`config.mk`:
```
export PLATFORM = sky130hd
export DESIGN_NAME = muldiv_ctrl_flat
export DESIGN_NICKNAME = d
export VERILOG_FILES = /design/src/rtl/muldiv_ctrl_pkg.sv /design/src/rtl/muldiv_ctrl_if.sv /design/src/rtl/muldiv_ctrl_step.sv /design/src/rtl/muldiv_ctrl.sv /design/src/flat_wrapper.sv
export SDC_FILE = /design/constraint.sdc
export NUM_CORES = 1
export LEC_CHECK = 0
export ABC_AREA = 0
export CORE_MARGIN = 3
export CORE_UTILIZATION = 40
export DETAILED_ROUTE_END_ITERATION = 8
export GPL_ROUTABILITY_DRIVEN = 1
export PLACE_DENSITY_LB_ADDON = 0.3
export SKIP_LAST_GASP = 1
export SLEW_MARGIN = 20
export SYNTH_ARGS = -nofsm -noshare
export SYNTH_HDL_FRONTEND = slang
export SYNTH_SLANG_ARGS = --single-unit
```
`constraint.sdc`:
```
create_clock -name clk -period 3.8 [get_ports clk]
set_clock_uncertainty 0.1 [all_clocks]
set_input_delay 0.76 -clock clk [delete_from_list [all_inputs] [get_ports clk]]
set_output_delay 0.76 -clock clk [all_outputs]
set_load 0.05 [all_outputs]
```
`src/rtl/muldiv_ctrl_pkg.sv`:
```
// Shared opcode/state encodings and default sizing for the HI/LO multiply-divide unit.
package muldiv_ctrl_pkg;

    localparam int WIDTH_DEF = 32;
    localparam int CNT_W_DEF = 5;

    typedef enum logic [1:0] {
        OP_MULT  = 2'b00,
        OP_MULTU = 2'b01,
        OP_DIV   = 2'b10,
        OP_DIVU  = 2'b11
    } op_e;

    typedef enum logic [1:0] {
        IDLE = 2'd0,
        CALC = 2'd1,
        FIX  = 2'd2
    } state_e;

endpackage

```
`src/rtl/muldiv_ctrl_if.sv`:
```
// Pipeline <-> mul/div unit bus: launch, MTHI/MTLO writes, status and HI/LO readback.
interface muldiv_ctrl_if #(parameter int WIDTH = 32);

    logic             start;
    logic [1:0]       op;
    logic [WIDTH-1:0] a;
    logic [WIDTH-1:0] b;
    logic             mthi_we;
    logic             mtlo_we;
    logic [WIDTH-1:0] mt_data;
    logic             busy;
    logic             done;
    logic             div_zero;
    logic [WIDTH-1:0] hi;
    logic [WIDTH-1:0] lo;

    modport master (
        output start, op, a, b, mthi_we, mtlo_we, mt_data,
        input  busy, done, div_zero, hi, lo
    );

    modport slave (
        input  start, op, a, b, mthi_we, mtlo_we, mt_data,
        output busy, done, div_zero, hi, lo
    );

endinterface

```
`src/rtl/muldiv_ctrl_step.sv`:
```
// One iteration of the shared datapath: right-shift shift-add multiply or left-shift restoring divide.
// acc layout: acc[2W:W] is the running high part / partial remainder, acc[W-1:0] the multiplier / quotient.
module muldiv_step #(
    parameter int WIDTH = 32
) (
    input  logic [2*WIDTH:0] acc,
    input  logic [WIDTH-1:0] opnd,
    input  logic             is_div,
    output logic [2*WIDTH:0] acc_next,
    output logic             q_bit
);

    logic [WIDTH:0]   sum;
    logic [WIDTH:0]   shl_rem;
    logic [WIDTH+1:0] diff;

    always_comb begin
        sum      = acc[2*WIDTH:WIDTH] + {1'b0, opnd};
        shl_rem  = {acc[2*WIDTH-1:WIDTH], acc[WIDTH-1]};
        diff     = {1'b0, shl_rem} - {2'b00, opnd};
        q_bit    = is_div & ~diff[WIDTH+1];
        acc_next = '0;
        // Quotient bit is left as 0 here; the caller merges q_bit into bit 0.
        if (is_div)
            acc_next = {(q_bit ? diff[WIDTH:0] : shl_rem), acc[WIDTH-2:0], 1'b0};
        else
            acc_next = {1'b0, (acc[0] ? sum : acc[2*WIDTH:WIDTH]), acc[WIDTH-1:1]};
    end

endmodule

```
`src/rtl/muldiv_ctrl.sv`:
```
// MULT/MULTU/DIV/DIVU sequencer owning HI/LO: latch magnitudes, WIDTH iterations, then sign fixup.
module muldiv_ctrl
    import muldiv_ctrl_pkg::*;
#(
    parameter int WIDTH = WIDTH_DEF,
    parameter int CNT_W = CNT_W_DEF
) (
    input logic           clk,
    input logic           rst_n,
    muldiv_ctrl_if.slave  bus
);

    state_e             state_q, state_d;
    logic [CNT_W-1:0]   cnt_q;
    logic               is_div_q, neg_q_q, neg_r_q, divz_q;
    logic [WIDTH-1:0]   opnd_q;
    logic [2*WIDTH:0]   acc_q, acc_nxt;
    logic               q_bit;
    logic [WIDTH-1:0]   hi_q, lo_q;
    logic               done_q, dz_q;

    logic               sgn_a, sgn_b;
    logic [WIDTH-1:0]   mag_a, mag_b;
    logic [2*WIDTH-1:0] prod_fix;
    logic [WIDTH-1:0]   quo_fix, rem_fix;

    // Two's-complement magnitude of 0x80..0 is itself, read as unsigned 2^(W-1).
    always_comb begin
        sgn_a = ~bus.op[0] & bus.a[WIDTH-1];
        sgn_b = ~bus.op[0] & bus.b[WIDTH-1];
        mag_a = sgn_a ? -bus.a : bus.a;
        mag_b = sgn_b ? -bus.b : bus.b;
    end

    always_comb begin
        prod_fix = neg_q_q ? -acc_q[2*WIDTH-1:0] : acc_q[2*WIDTH-1:0];
        quo_fix  = neg_q_q ? -acc_q[WIDTH-1:0] : acc_q[WIDTH-1:0];
        rem_fix  = neg_r_q ? -acc_q[2*WIDTH-1:WIDTH] : acc_q[2*WIDTH-1:WIDTH];
    end

    muldiv_step #(.WIDTH(WIDTH)) u_step (
        .acc      (acc_q),
        .opnd     (opnd_q),
        .is_div   (is_div_q),
        .acc_next (acc_nxt),
        .q_bit    (q_bit)
    );

    always_ff @(posedge clk or negedge rst_n) begin
        if (!rst_n) state_q <= IDLE;
        else        state_q <= state_d;
    end

    always_comb begin
        state_d = state_q;
        unique case (state_q)
            IDLE:    if (bus.start) state_d = CALC;
            CALC:    if (cnt_q == CNT_W'(WIDTH-1)) state_d = FIX;
            FIX:     state_d = IDLE;
            default: state_d = IDLE;
        endcase
    end

    always_ff @(posedge clk or negedge rst_n) begin
        if (!rst_n) begin
            cnt_q    <= '0;
            is_div_q <= 1'b0;
            neg_q_q  <= 1'b0;
            neg_r_q  <= 1'b0;
            divz_q   <= 1'b0;
            opnd_q   <= '0;
            acc_q    <= '0;
            hi_q     <= '0;
            lo_q     <= '0;
            done_q   <= 1'b0;
            dz_q     <= 1'b0;
        end else begin
            done_q <= 1'b0;
            dz_q   <= 1'b0;
            case (state_q)
                IDLE: begin
                    if (bus.mthi_we) hi_q <= bus.mt_data;
                    if (bus.mtlo_we) lo_q <= bus.mt_data;
                    if (bus.start) begin
                        is_div_q <= bus.op[1];
                        neg_q_q  <= sgn_a ^ sgn_b;
                        neg_r_q  <= sgn_a;
                        divz_q   <= bus.op[1] & (bus.b == '0);
                        cnt_q    <= '0;
                        opnd_q   <= bus.op[1] ? mag_b : mag_a;
                        acc_q    <= {{(WIDTH+1){1'b0}}, (bus.op[1] ? mag_a : mag_b)};
                    end
                end
                CALC: begin
                    acc_q <= {acc_nxt[2*WIDTH:1], acc_nxt[0] | q_bit};
                    cnt_q <= cnt_q + 1'b1;
                end
                FIX: begin
                    done_q <= 1'b1;
                    dz_q   <= divz_q;
                    // Divide by zero leaves remainder = |a|, so rem_fix restores a exactly.
                    if (!is_div_q) begin
                        {hi_q, lo_q} <= prod_fix;
                    end else begin
                        hi_q <= rem_fix;
                        lo_q <= divz_q ? '1 : quo_fix;
                    end
                end
                default: ;
            endcase
        end
    end

    assign bus.busy     = (state_q != IDLE);
    assign bus.done     = done_q;
    assign bus.div_zero = dz_q;
    assign bus.hi       = hi_q;
    assign bus.lo       = lo_q;

endmodule

```
`src/flat_wrapper.sv`:
```
// flat-port wrapper written by rule: the top's interface ports become plain ports
module muldiv_ctrl_flat import muldiv_ctrl_pkg::*;
#(
    parameter int WIDTH = WIDTH_DEF,
    parameter int CNT_W = CNT_W_DEF
)
  (clk, rst_n, bus_start, bus_op, bus_a, bus_b, bus_mthi_we, bus_mtlo_we, bus_mt_data, bus_busy, bus_done, bus_div_zero, bus_hi, bus_lo);
  muldiv_ctrl_if #(.WIDTH(WIDTH)) bus_i ();
  input logic clk;
  input logic rst_n;
  input wire logic [$bits(bus_i.start)-1:0] bus_start;
  input wire logic [$bits(bus_i.op)-1:0] bus_op;
  input wire logic [$bits(bus_i.a)-1:0] bus_a;
  input wire logic [$bits(bus_i.b)-1:0] bus_b;
  input wire logic [$bits(bus_i.mthi_we)-1:0] bus_mthi_we;
  input wire logic [$bits(bus_i.mtlo_we)-1:0] bus_mtlo_we;
  input wire logic [$bits(bus_i.mt_data)-1:0] bus_mt_data;
  output wire logic [$bits(bus_i.busy)-1:0] bus_busy;
  output wire logic [$bits(bus_i.done)-1:0] bus_done;
  output wire logic [$bits(bus_i.div_zero)-1:0] bus_div_zero;
  output wire logic [$bits(bus_i.hi)-1:0] bus_hi;
  output wire logic [$bits(bus_i.lo)-1:0] bus_lo;
  assign bus_i.start = bus_start;
  assign bus_i.op = bus_op;
  assign bus_i.a = bus_a;
  assign bus_i.b = bus_b;
  assign bus_i.mthi_we = bus_mthi_we;
  assign bus_i.mtlo_we = bus_mtlo_we;
  assign bus_i.mt_data = bus_mt_data;
  assign bus_busy = bus_i.busy;
  assign bus_done = bus_i.done;
  assign bus_div_zero = bus_i.div_zero;
  assign bus_hi = bus_i.hi;
  assign bus_lo = bus_i.lo;
  muldiv_ctrl #(.WIDTH(WIDTH), .CNT_W(CNT_W)) u_core (.clk(clk), .rst_n(rst_n), .bus(bus_i));
endmodule
```
---- After elaboration in Yosys (flattened, before gate mapping) ----
Index checks and enable logic that the tools add are counted.
W data, S select, Z words.
storage, ports and cells
  register bits after elaboration ......... 174
  output and inout port bits .............. 67
  input bits .............................. 103
  logic and storage cells ................. 71
cells by class
  bitwise gates (word level) .............. 8
  equality and inequality tests ........... 7
  reduce and logical (&&, ||, !) cells .... 10
  $add $sub $neg .......................... 8
  multiplexer cells ....................... 26
operators with widths
  kind                   number
  $mux W32               11
  $mux W65               2
  $pmux W65 S2           1
  $neg A32 Y32           4
  $pmux W32 S2           2
  $mux W33               2
  $mux W64               1
  $neg A64 Y64           1
  $sub A33 B32 Y34       1
  $add A33 B32 Y33       1
  $logic_not A32 Y1      1
  $pmux W5 S2            1
  $reduce_and A2 Y1      5
  $ne A2 B2 Y1 const B   3
  $reduce_bool A2 Y1     3
  $add A5 B1 Y5 const B  1
  $eq A5 B5 Y1 const B   1
  $mux W5                1
  $and A1 B1 Y1          4
  $mux W2                2
  $pmux W2 S2            1
  $eq A2 B1 Y1 const B   1
  $eq A2 B2 Y1 const B   1
  $logic_not A2 Y1       1
  other kinds (5)        7

---- Longest topological paths before layout ----
Gate-level depths: netlist of run 1.
  depth in word-level cells ............... 7
  mapped depth ............................ 14
  depth with buffers taken out ............ 12

---- Cells and area by module ----
From an unflattened synthesis of run 1, not the netlist that was laid out.
second synthesis, totals
  cell total of the unflattened synthesis .. 2,045
  area, all modules ....................... 15,816.4 um^2
modules (own cells, without submodules)
  module       seq. area each (um^2)  area an instance (um^2)  cells each  times used
  muldiv_ctrl  4,354.2                10,821.6                 1,307       1
  muldiv_step  0.0                    4,994.8                  738         1

---- Least setup slack after synthesis of run 1 ----
OpenSTA, ideal clock, no wires.
  kind .................................... register to register
  from .................................... register u_core.acc_q[0]
  to ...................................... register u_core.hi_q[24] (netlist: u_core.bus.hi[24])
  stages on the path, launching flop included .. 14
  library setup time ...................... 0.086 ns
  arrival time ............................ 3.183 ns
  buffers on the path ..................... 3
  setup slack ............................. 0.431 ns
  clock period less this slack ............ 3.369 ns
  data required time ...................... 3.614 ns
  cell sequence ........................... dfrtp_1 -> clkbuf_1 -> inv_1 -> clkbuf_1 -> ha_1 -> or3b_2 -> or4_4 -> buf_6 -> nor3_4 -> nor2_2 -> o41ai_2 -> xnor2_1 -> nor2_1 -> nor3_1
on the way
  longest elaborated chain between the ends .. 4
ends and longest elaborated chain
  item                    RTL line            RTL
  from (decl)             muldiv_ctrl.sv:17   logic [2*WIDTH:0] acc_q, acc_nxt;
  from (signal assigned)  muldiv_ctrl.sv:91   acc_q <= {{(WIDTH+1){1'b0}}, (bus.op[1] ? mag_a : mag_b)};
  from (signal assigned)  muldiv_ctrl.sv:95   acc_q <= {acc_nxt[2*WIDTH:1], acc_nxt[0] | q_bit};
  $neg A64 Y64            muldiv_ctrl.sv:36   prod_fix = neg_q_q ? -acc_q[2*WIDTH-1:0] : acc_q[2*WIDTH-1:0];
  $mux W64                muldiv_ctrl.sv:36
  $mux W32                muldiv_ctrl.sv:102  if (!is_div_q) begin
  $pmux W32 S2            muldiv_ctrl.sv:80   case (state_q)
  to (signal assigned)    muldiv_ctrl.sv:82   if (bus.mthi_we) hi_q <= bus.mt_data;
  to (signal assigned)    muldiv_ctrl.sv:103  {hi_q, lo_q} <= prod_fix;
  to (signal assigned)    muldiv_ctrl.sv:105  hi_q <= rem_fix;
  to (decl)               muldiv_ctrl.sv:19   logic [WIDTH-1:0] hi_q, lo_q;
No other way between the ends.
A chain may end at the register's enable or synchronous reset.

---- Worst setup path after layout of run 1 ----
  from .................................... register u_core.acc_q[13]
  to ...................................... register u_core.hi_q[24] (netlist: u_core.bus.hi[24])
Same word-level chain as after synthesis.

==> flow_metrics.py, run 1 <==
metrics = {
    "route": {
        "drt_iter0_markers": 1842,
        "vias": 16400,
        "drc": 0,
        "dr.pass1.iters": 6,
        "via_per_inst": 6.11,
        "ant_nets": 0,
        "wire_per_inst_um": 21.9,
        "wirelength_um": 58900,
    },
    "setup_path": {
        "reg2reg_depth": 9,
        "cp-start-kind": "register",
        "cp_max_fo": 8,
        "cp-endpoint": "u_core.bus.hi[24]",
        "slowest_stage": "or4_4",
        "startpoint": "u_core.acc_q[13]",
        "r2r_start": "u_core.acc_q[13]",
        "slowest_delay_ps": 640,
        "path_class": "reg -> reg",
        "critPathCaptureType": "register",
        "r2r_end": "u_core.bus.hi[24]",
        "path_cells": "or4_4, or3_1, or4_4, nor3_4, nor2_2, o41ai_2, xnor2_1, nor2_1, nor3_1",
        "cp_data_arrival_time_ps": 3890,
        "r2r_slack_ps": 180,
        "cp.required_ps": 4070,
        "cpMostUsedCell": "or4_4",
    },
    "synth": {
        "synthTopCellsByCount": "224 x nand2_1, 223 x o21ai_0, 174 x dfrtp_1",
        "synth_cells": 1999,
        "synth.area.top_cells": "dfrtp_1 28%, o21ai_0 7.3%, ha_1 5.7%, xnor2_1 5.6%, a21oi_1 5.6%",
        "synth-main-ff-cell": "dfrtp_1",
        "ys_ff_latch": 174,
        "ys_seq_area_frac": 0.283,
        "synth_cell_types": 74,
        "yosys_warnings": 0,
        "syn-num-nets": 2174,
        "synth_top_cell_area_share": 0.283,
        "syn-cell-area_um2": 15400,
        "synth_top_area_cell": "dfrtp_1",
        "synth-edff-count": 0,
        "async_flop_share": 1.00,
        "avgSynthCellArea_um2": 7.70,
        "yosysMostFrequentCell": "nand2_1",
    },
    "floorplanning": {
        "core_area_um2": 37800,
        "fp-row-count": 71,
        "dieArea_um2": 40900,
        "fp.dieW_um": 202,
        "initial_core_util": 0.408,
        "die_y_um": 202,
        "ioPinCount": 170,
    },
    "placement": {
        "preCtsSetupSlack_ps": -72.9,
        "dp_hpwl_um": 45500,
        "portBuffers": 169,
        "place_congestion": 1.02,
    },
    "grt": {
        "track_usage": 0.278,
        "antenna_found_initial": 0,
        "overflow": 0,
        "grt_max_degree": 80,
        "grt_pass1_wl_um": 88800,
        "grt_pass1_vias": 15200,
    },
    "timing": {
        "tightest_slew_ps": 828,
        "max_freq_mhz": 276,
        "maxSlewViolCount": 0,
        "hold_violations": 0,
        "finalCritPeriodShare": 0.953,
        "min_period_ps": 3620,
        "rsz0062_at_grt": "no",
        "fin_ws_ps": 178,
        "setup_viol": 0,
        "slew_headroom": 0.448,
    },
    "pwr": {
        "ir_worst_vdd_v": 0.000523,
        "comb_power_share": 0.712,
        "switching_share": 0.536,
        "p_sw_uw": 10700,
        "clkPwrFrac": 0.092,
        "leakagePower_uw": 0.00774,
        "seqPwrFrac": 0.196,
        "pwr_density_cell_nw_per_um2": 1070,
        "intPower_uw": 9280,
    },
    "clock_tree": {
        "clkSinkCount": 174,
        "clock_latency_ps": 460,
        "tritoncts": "yes",
        "root_buffer": "clkbuf_16",
        "cts_resized": 0,
        "clk_pin_slew_ps": 80,
        "clk_path_buf_depth": 2,
        "cts_buffers": 17,
        "hold_buffers": 0,
        "postCtsSetupBuffers": 0,
        "h-tree-depth": 4,
    },
    "layout": {
        "ff_latch_area_um2": 4360,
        "fill_cells": 3670,
        "final_util": 0.496,
        "drive_above_1_share": 0.0838,
        "multi_input_area_um2": 10300,
        "fin_nets": 2335,
        "synthToLayoutAreaGrowth_pct": 21.8,
        "antenna_cells": 0,
    },
    "flow_run": {
        "drv_cap": 0,
    },
    "worst_hold_path": {
        "hold_class": "in -> async",
    },
    "status": {
        "run_status": "completed",
    },
}
==> layer usage <==
layer  vias up  share of wire  GRT usage
met5         -              0          0
met4         0          0.050      0.127
met3       124          0.090     0.0565
met2       774           0.43      0.422
met1      7882           0.43      0.383
li1       7628              -          -
==> kinds of logic after synthesis <==
logic type	synth area share
AO/OA/AOI/OAI	0.285
AND/OR/NAND/NOR	0.189
buffers and inverters	0.0515
flip-flops	0.283
XOR/XNOR	0.0934
adder cells (fa/ha/maj)	0.0595
multiplexers	0.0387
==> power groups by stage <==
stage	logic [uW]	registers, uW	clock network, uW
detailed placement	13900	3900	0
finish	14200	3920	1840
CTS	14000	3860	1860
floorplan	8770	4550	0
global route	15500	3980	1930
global placement	13700	3870	0
==> placed cells by master (no fill, tap or decap), drive strengths merged, types with 7 or more instances in the layout <==
| master | instances |
|---|---|
| o22ai | 35 |
| o31ai | 31 |
| nor2 | 153 |
| nor2b | 15 |
| xor2 | 65 |
| o41ai | 10 |
| ha | 70 |
| nor3 | 40 |
| clkinv | 8 |
| a22oi | 17 |
| xnor2 | 99 |
| or4 | 10 |
| mux2i | 55 |
| nand4 | 9 |
| o211ai | 28 |
| clkdlybuf4s50 | 167 |
| or2 | 7 |
| nor4 | 17 |
| a21o | 35 |
| a221o | 8 |
| a21oi | 173 |
| a31oi | 21 |
| and3 | 14 |
| nand3 | 36 |
| buf | 118 |
| nand2 | 224 |
| clkbuf | 17 |
| nand2b | 18 |
| dfrtp | 174 |
| inv | 68 |
| or3 | 41 |
| and2 | 13 |
| o21ai | 223 |
| a211oi | 60 |
==> how the worst min path moves through the flow <==
stage,from,to,cells after the start
floorplan,u_core.cnt_q[3],u_core.cnt_q[3],1
global placement,u_core.bus.lo[29],u_core.bus.lo[29],2
detailed placement,u_core.bus.hi[0],u_core.bus.hi[0],2
CTS,rst_n,u_core.bus.hi[4],1
global route,rst_n,u_core.bus.hi[12],1
finish,rst_n,u_core.bus.hi[4],1
==> metrics by stage <==
step	setup TNS [ps]	cell area (um^2)	cells	hold WS, ps	total power [uW]
3_5_place_dp	-72.9	18100	2652	370	17800
5_1_grt	0	18700	2684	287	21400
3_3_place_gp	-34.8	18100	2652	363	17600
4_1_cts	0	18700	2684	273	19700
6_report	0	18700	2684	251	20000
2_1_floorplan	0	15400	1999	349	13300
==> area by class of cell <==
cell class                      count  share of cell area
Clock buffer                       17              0.0227
Multi-Input combinational cell   1620               0.549
Sequential cell                   174               0.232
Inverter                           62              0.0124
Clock inverter                     15             0.00988
Timing Repair Buffer              285               0.139
Tap cell                          511              0.0341
==> sequential cells by signal, summed over array words and instances, names as in the netlist, 2 cells and up <==
signal and count:
u_core.acc_q 65, u_core.opnd_q 32, u_core.bus.hi 32, u_core.state_q 2
u_core.cnt_q 5, u_core.bus.lo 32
==> critical path, delay by kind of cell (launching register included) <==
kind / cells / cell delay [ps]
and+or+nand+nor: 7 / 2350
DFF: 1 / 540
AOI/OAI and AO/OA: 1 / 350
xor gates and xnor gates: 1 / 180
Power figures use the tool's default switching activity.
==> run 2, diff against run 1 <==
Settings changed: CORE_MARGIN 3 to 4.
==> run 2 against run 1 <==
Non-clock buffer count rose by 9. Power increased by 0.37%. Combinational power about the same. Flip-flop and latch count stayed put. Register-to-register slack worse by 20 ps. Largest power group unchanged.
==> flow_metrics.py, run 2 (same netlist as run 1, synthesis figures left out) <==
metrics = {
    "placement": {
        "portBuffers": 169,
        "dp.cells": 2659,
        "place_congestion": 0.991,
        "dp_hpwl_um": 46600,
        "placed_area_um2": 18100,
        "preCtsSetupSlack_ps": -101,
    },
    "floorplanning": {
        "core_area_um2": 37800,
        "dieArea_um2": 41700,
        "fp.dieW_um": 204,
        "ioPinCount": 170,
        "fp-row-count": 71,
        "initial_core_util": 0.407,
        "die_y_um": 204,
    },
    "clock_tree": {
        "clk_pin_slew_ps": 80,
        "tritoncts": "yes",
        "h-tree-depth": 4,
        "clock_latency_ps": 450,
        "clk_path_buf_depth": 2,
        "cts_buffers": 17,
        "clkSinkCount": 174,
        "root_buffer": "clkbuf_16",
    },
    "layout": {
        "antenna_cells": 0,
        "fin_nets": 2344,
        "design_area_um2": 18800,
        "largest_reg_flops": 65,
        "ff_latch_area_um2": 4360,
        "multi_input_area_um2": 10300,
        "layout_common_cells": "223 x nand2_1, 223 x o21ai_0, 173 x dfrtp_1",
        "fill_cells": 3728,
        "final_util": 0.496,
        "drive_above_1_share": 0.0889,
        "largest_register": "u_core.acc_q",
        "layout.cells.non_filler": 2693,
        "synthToLayoutAreaGrowth_pct": 22.0,
    },
    "grt": {
        "grt_pass1_wl_um": 89700,
        "overflow": 0,
        "grt_pass1_vias": 15100,
        "grt_max_degree": 63,
        "antenna_found_initial": 0,
        "track_usage": 0.275,
    },
    "setup_path": {
        "r2r_end": "u_core.acc_q[38]",
        "critPathTopFamily": "compound AO/OA/AOI/OAI gates",
        "cp-endpoint": "u_core.acc_q[38]",
        "path_buf_inv": 3,
        "slowest_delay_ps": 430,
        "cp.required_ps": 4040,
        "r2r_start": "u_core.opnd_q[3]",
        "reg2reg_depth": 12,
        "path_class": "reg -> reg",
        "cp_max_fo": 41,
        "r2r_slack_ps": 160,
        "slowest_stage": "dfrtp_1",
        "startpoint": "u_core.opnd_q[3]",
        "cp-start-kind": "register",
        "path_cells": "inv_1, ha_1, a21o_1, a21oi_1, a211oi_1, buf_4, a211o_1, a311o_1, a31oi_4, buf_12, o21ai_0, a221o_1",
        "critPathCaptureType": "register",
        "crit_cells": 12,
        "cp_data_arrival_time_ps": 3880,
    },
    "route": {
        "dr.pass1.iters": 6,
        "drc": 0,
        "vias": 16200,
        "ant_nets": 0,
        "wirelength_um": 59600,
        "drt_iter0_markers": 1803,
        "wire_per_inst_um": 22.1,
        "via_per_inst": 6.03,
    },
    "worst_hold_path": {
        "hold_class": "in -> async",
    },
    "status": {
        "run_status": "completed",
    },
    "pwr": {
        "leakagePower_uw": 0.00777,
        "pwr_density_cell_nw_per_um2": 1070,
        "finalPower_uw": 20100,
        "ir_worst_vdd_v": 0.000414,
    },
    "timing": {
        "min_period_ps": 3640,
        "tightest_slew_ps": 905,
        "hold_violations": 0,
        "maxSlewViolCount": 0,
        "finalCritPeriodShare": 0.959,
        "slew_headroom": 0.395,
        "max_freq_mhz": 275,
        "fin_ws_ps": 157,
        "rsz0062_at_grt": "no",
        "setup_viol": 0,
    },
    "flow_run": {
        "drv_cap": 0,
    },
}
run 2: cell types whose count changed in the layout (fill, tap and decap cells not counted), moves of 2 or more:
cell       previous run  this run
buf_12                4         2
clkinv_8              5         3
clkinv_4              1         3
o2111ai_2             0         2
o2111ai_1             3         1
buf_4               112       123
run 2: per-stage QoR:
stage               setup TNS, ps  hold WS (ps)
floorplan                       0           349
global placement            -71.5           364
detailed placement           -219           370
CTS                             0           186
global route                    0           200
finish                          0           152
run 2: timing repair:
action	in CTS	in global routing
hold buffers	0	0
resized for setup	0	5
setup endpoints to repair	0	5
endpoints found under the hold margin	0	0
buffers inserted	0	2
run 2: per-layer routing:
metal	track usage	part of all wire	vias up
li1	-	-	7627
met1	0.396	0.44	7745
met2	0.414	0.43	757
met3	0.0436	0.084	107
met4	0.112	0.043	0
met5	0	0	-
run 2: worst min path at each step:
stage / endpoint / slack [ps] / depth (start not counted)
after CTS: u_core.bus.done / 190 / 1
final: u_core.bus.done / 150 / 1
after detailed placement: u_core.bus.lo[5] / 370 / 2
after floorplan: u_core.cnt_q[3] / 350 / 1
after global routing: u_core.bus.done / 200 / 1
after global placement: u_core.bus.lo[30] / 360 / 2
run 2: worst reg2reg max path, cell delays in order, from the launching register on:
cell and delay [ps]:
dfrtp_1 430, inv_1 70, ha_1 350, a21o_1 210, a21oi_1 240, a211oi_1 140, buf_4 160, a211o_1 330
a311o_1 430, a31oi_4 330, buf_12 250, o21ai_0 160, a221o_1 330
run 2: layout make-up:
class,count,share of cell area
clock buffer,18,0.0234
clock inverter,14,0.00787
inverter,62,0.0124
multi-input combinational,1620,0.549
sequential,174,0.232
tap,511,0.0341
timing repair buffer,294,0.141
run 2: report_power, final:
| group | leakage (uW) | switching [uW] | total, uW | internal, uW |
|---|---|---|---|---|
| Clock | 0.000286 | 895 | 1790 | 893 |
| Combinational | 0.00540 | 8770 | 14500 | 5690 |
| Sequential | 0.00209 | 1070 | 3840 | 2760 |
| Total | 0.00777 | 10700 | 20100 | 9340 |
==> RTL edit, RTL diff (config.mk and constraints of run 1) <==
Re-encode `state_e` (3 states) as one-hot, 3 bits wide.
--- a/src/rtl/muldiv_ctrl_pkg.sv
+++ b/src/rtl/muldiv_ctrl_pkg.sv
@@ -12,8 +12,8 @@
     } op_e;
 
-    typedef enum logic [1:0] {
-        IDLE = 2'd0,
-        CALC = 2'd1,
-        FIX  = 2'd2
+    typedef enum logic [2:0] {
+        IDLE = 3'b001,
+        CALC = 3'b010,
+        FIX  = 3'b100
     } state_e;
 
Function: same outputs for any inputs over 10 cycles, from zero or initial values and one cycle with rst_n low; not proved beyond that.
==> RTL edit against run 1 <==
Final area rose by 0.39%. Sequential cell count rose by 1. Power fell by 8.9%. Synthesized area rose by 0.89%. Non-clock buffer count fell by 7. Sequential power fell by 5%. Routed wire length rose by 1.1%. Setup slack improved by 18 ps. Critical endpoint is now u_core.bus.hi[26]. Largest cell class unchanged. Highest routed layer unchanged.
==> RTL edit: results (changes against run 1) <==
vdd_drop_max_v: 0.000422  # -19%
cts_buffers: 17  # unchanged
synth-seq-area-share_pct: 28.2  # -0.079 points
synthArstFlopShare_pct: 100  # unchanged
drt-total-wl_mm: 59.6  # +1.1%
largest_reg_flops: 65  # unchanged
io_buffers: 169  # unchanged
drive_gt1_share_pct: 8.07  # -0.31 points
grt_antenna_before_repair: 0  # unchanged
routed-via-count: 16200  # -0.98%
postCtsSetupRepairBufs: 0  # unchanged
clockRootBuffer: "clkbuf_16"
status: "finished, final reports clean"
ys.warnings.count: 0  # unchanged
fin_nets: 2318  # -0.73%
drt_iter0_drc: 1593  # -14%
hp-class: "primary input to async pin"
cp_max_fo: 8  # unchanged
synth.net_count: 2168  # -0.28%
maxSlewHeadroom_pct: 39.9  # -4.9 points
largest_register: "u_core.acc_q"
cts-htree-levels: 4  # unchanged
clock_latency_ps: 470
synth_common_cells: "254 x nand2_1, 212 x o21ai_0, 174 x dfrtp_1"
finalWeightedCongestion: 0.994  # -2.3%
yosys-top-cells-area: "dfrtp_1 28%, o21ai_0 6.8%, nand2_1 6.1%, xnor2_1 6.0%, ha_1 5.6%"
p_sw_mw: 9.80  # -8.6%
grt_max_degree: 102  # +28%
r2r-start: "u_core.acc_q[32]"
dr.pass1.iters: 6  # unchanged
grt_pass1_wl_mm: 90.7  # +2.1%
diodes: 0  # unchanged
ctsResizeCount: 0  # unchanged
post_dp_cell_area_um2: 18200  # +0.49%
crit_type: "flop to flop"
clkSlewWorstSetupHoldPaths_ps: 80  # about the same
cts_buffer_depth: 2  # unchanged
leakagePower_nw: 7.96  # +2.8%
grt_use_total_pct: 28.1  # +0.30 points
dpl.hpwl_mm: 46.4  # +2.1%
grt_pass1_vias: 15300  # +0.55%
synth.distinct_cells: 74  # unchanged
RTL edit: worst max-delay path, cell delays in order, from the launching register on:
cell     delay (ps)
dfrtp_1         480
inv_2           150
ha_1            220
or4b_4          510
or4_4           520
or3b_4          430
or4_1           510
o21ai_1         150
o22ai_1         110
xor2_1          170
nand2_1          70
o21ai_1          60
RTL edit: final cells by class:
type | count | area [µm²]
clock buffer | 17 | 425
clock inverter | 15 | 181
fill | 3689 | 19100
inverter | 58 | 218
multi-input combinational | 1613 | 10400
sequential | 175 | 4380
tap | 511 | 639
timing repair buffer | 278 | 2560
RTL edit: path summary, 6_finish.rpt:
kind                                endpoint  slack [ps]  cells after the start
setup / recovery           u_core.bus.hi[26]         200                     11
hold / removal               u_core.bus.done         220                      1
setup reg to reg           u_core.bus.hi[26]         200                     11
hold reg to reg             u_core.bus.lo[6]         380                      2
max in group asynchronous   u_core.acc_q[44]        2540                      2
min in group clk            u_core.bus.lo[6]         380                      2
RTL edit: logic make-up (layout without fill, tap and decap cells):
kind of cell	count (synthesis)	after routing	synth area share, %
and+or+nand+nor	635	635	19.3
adders and majority gates	72	72	5.90
AOI/OAI and AO/OA	657	657	26.7
buffers and inverters	205	368	5.08
xor gates and xnor gates	165	165	9.31
DFF	175	175	28.2
muxes	84	84	5.47
RTL edit: through the flow:
step                std cells  total power, mW  hold WS (ps)  setup slack [ps]
finish                   2667             18.2           217               196
global route             2667             19.4           285              42.9
CTS                      2667             18.0           249               102
detailed placement       2635             16.1           371              77.4
global placement         2635             16.0           361              68.1
floorplan                1993             11.8           349               326
RTL edit: power groups by stage:
stage	sequential (mW)	clock, mW	combinational [mW]
6_report	3.73	1.85	12.6
5_1_grt	3.82	1.93	13.6
4_1_cts	3.69	1.87	12.4
3_5_place_dp	3.73	0	12.4
3_3_place_gp	3.71	0	12.3
2_1_floorplan	4.46	0	7.38
RTL edit: per-layer routing:
layer,routed length [µm],vias up,GRT usage (%)
met5,0,-,0
li1,-,7595,-
met3,5360,131,5.85
met2,25300,817,42.1
met1,26400,7704,39.7
met4,2510,0,11.1
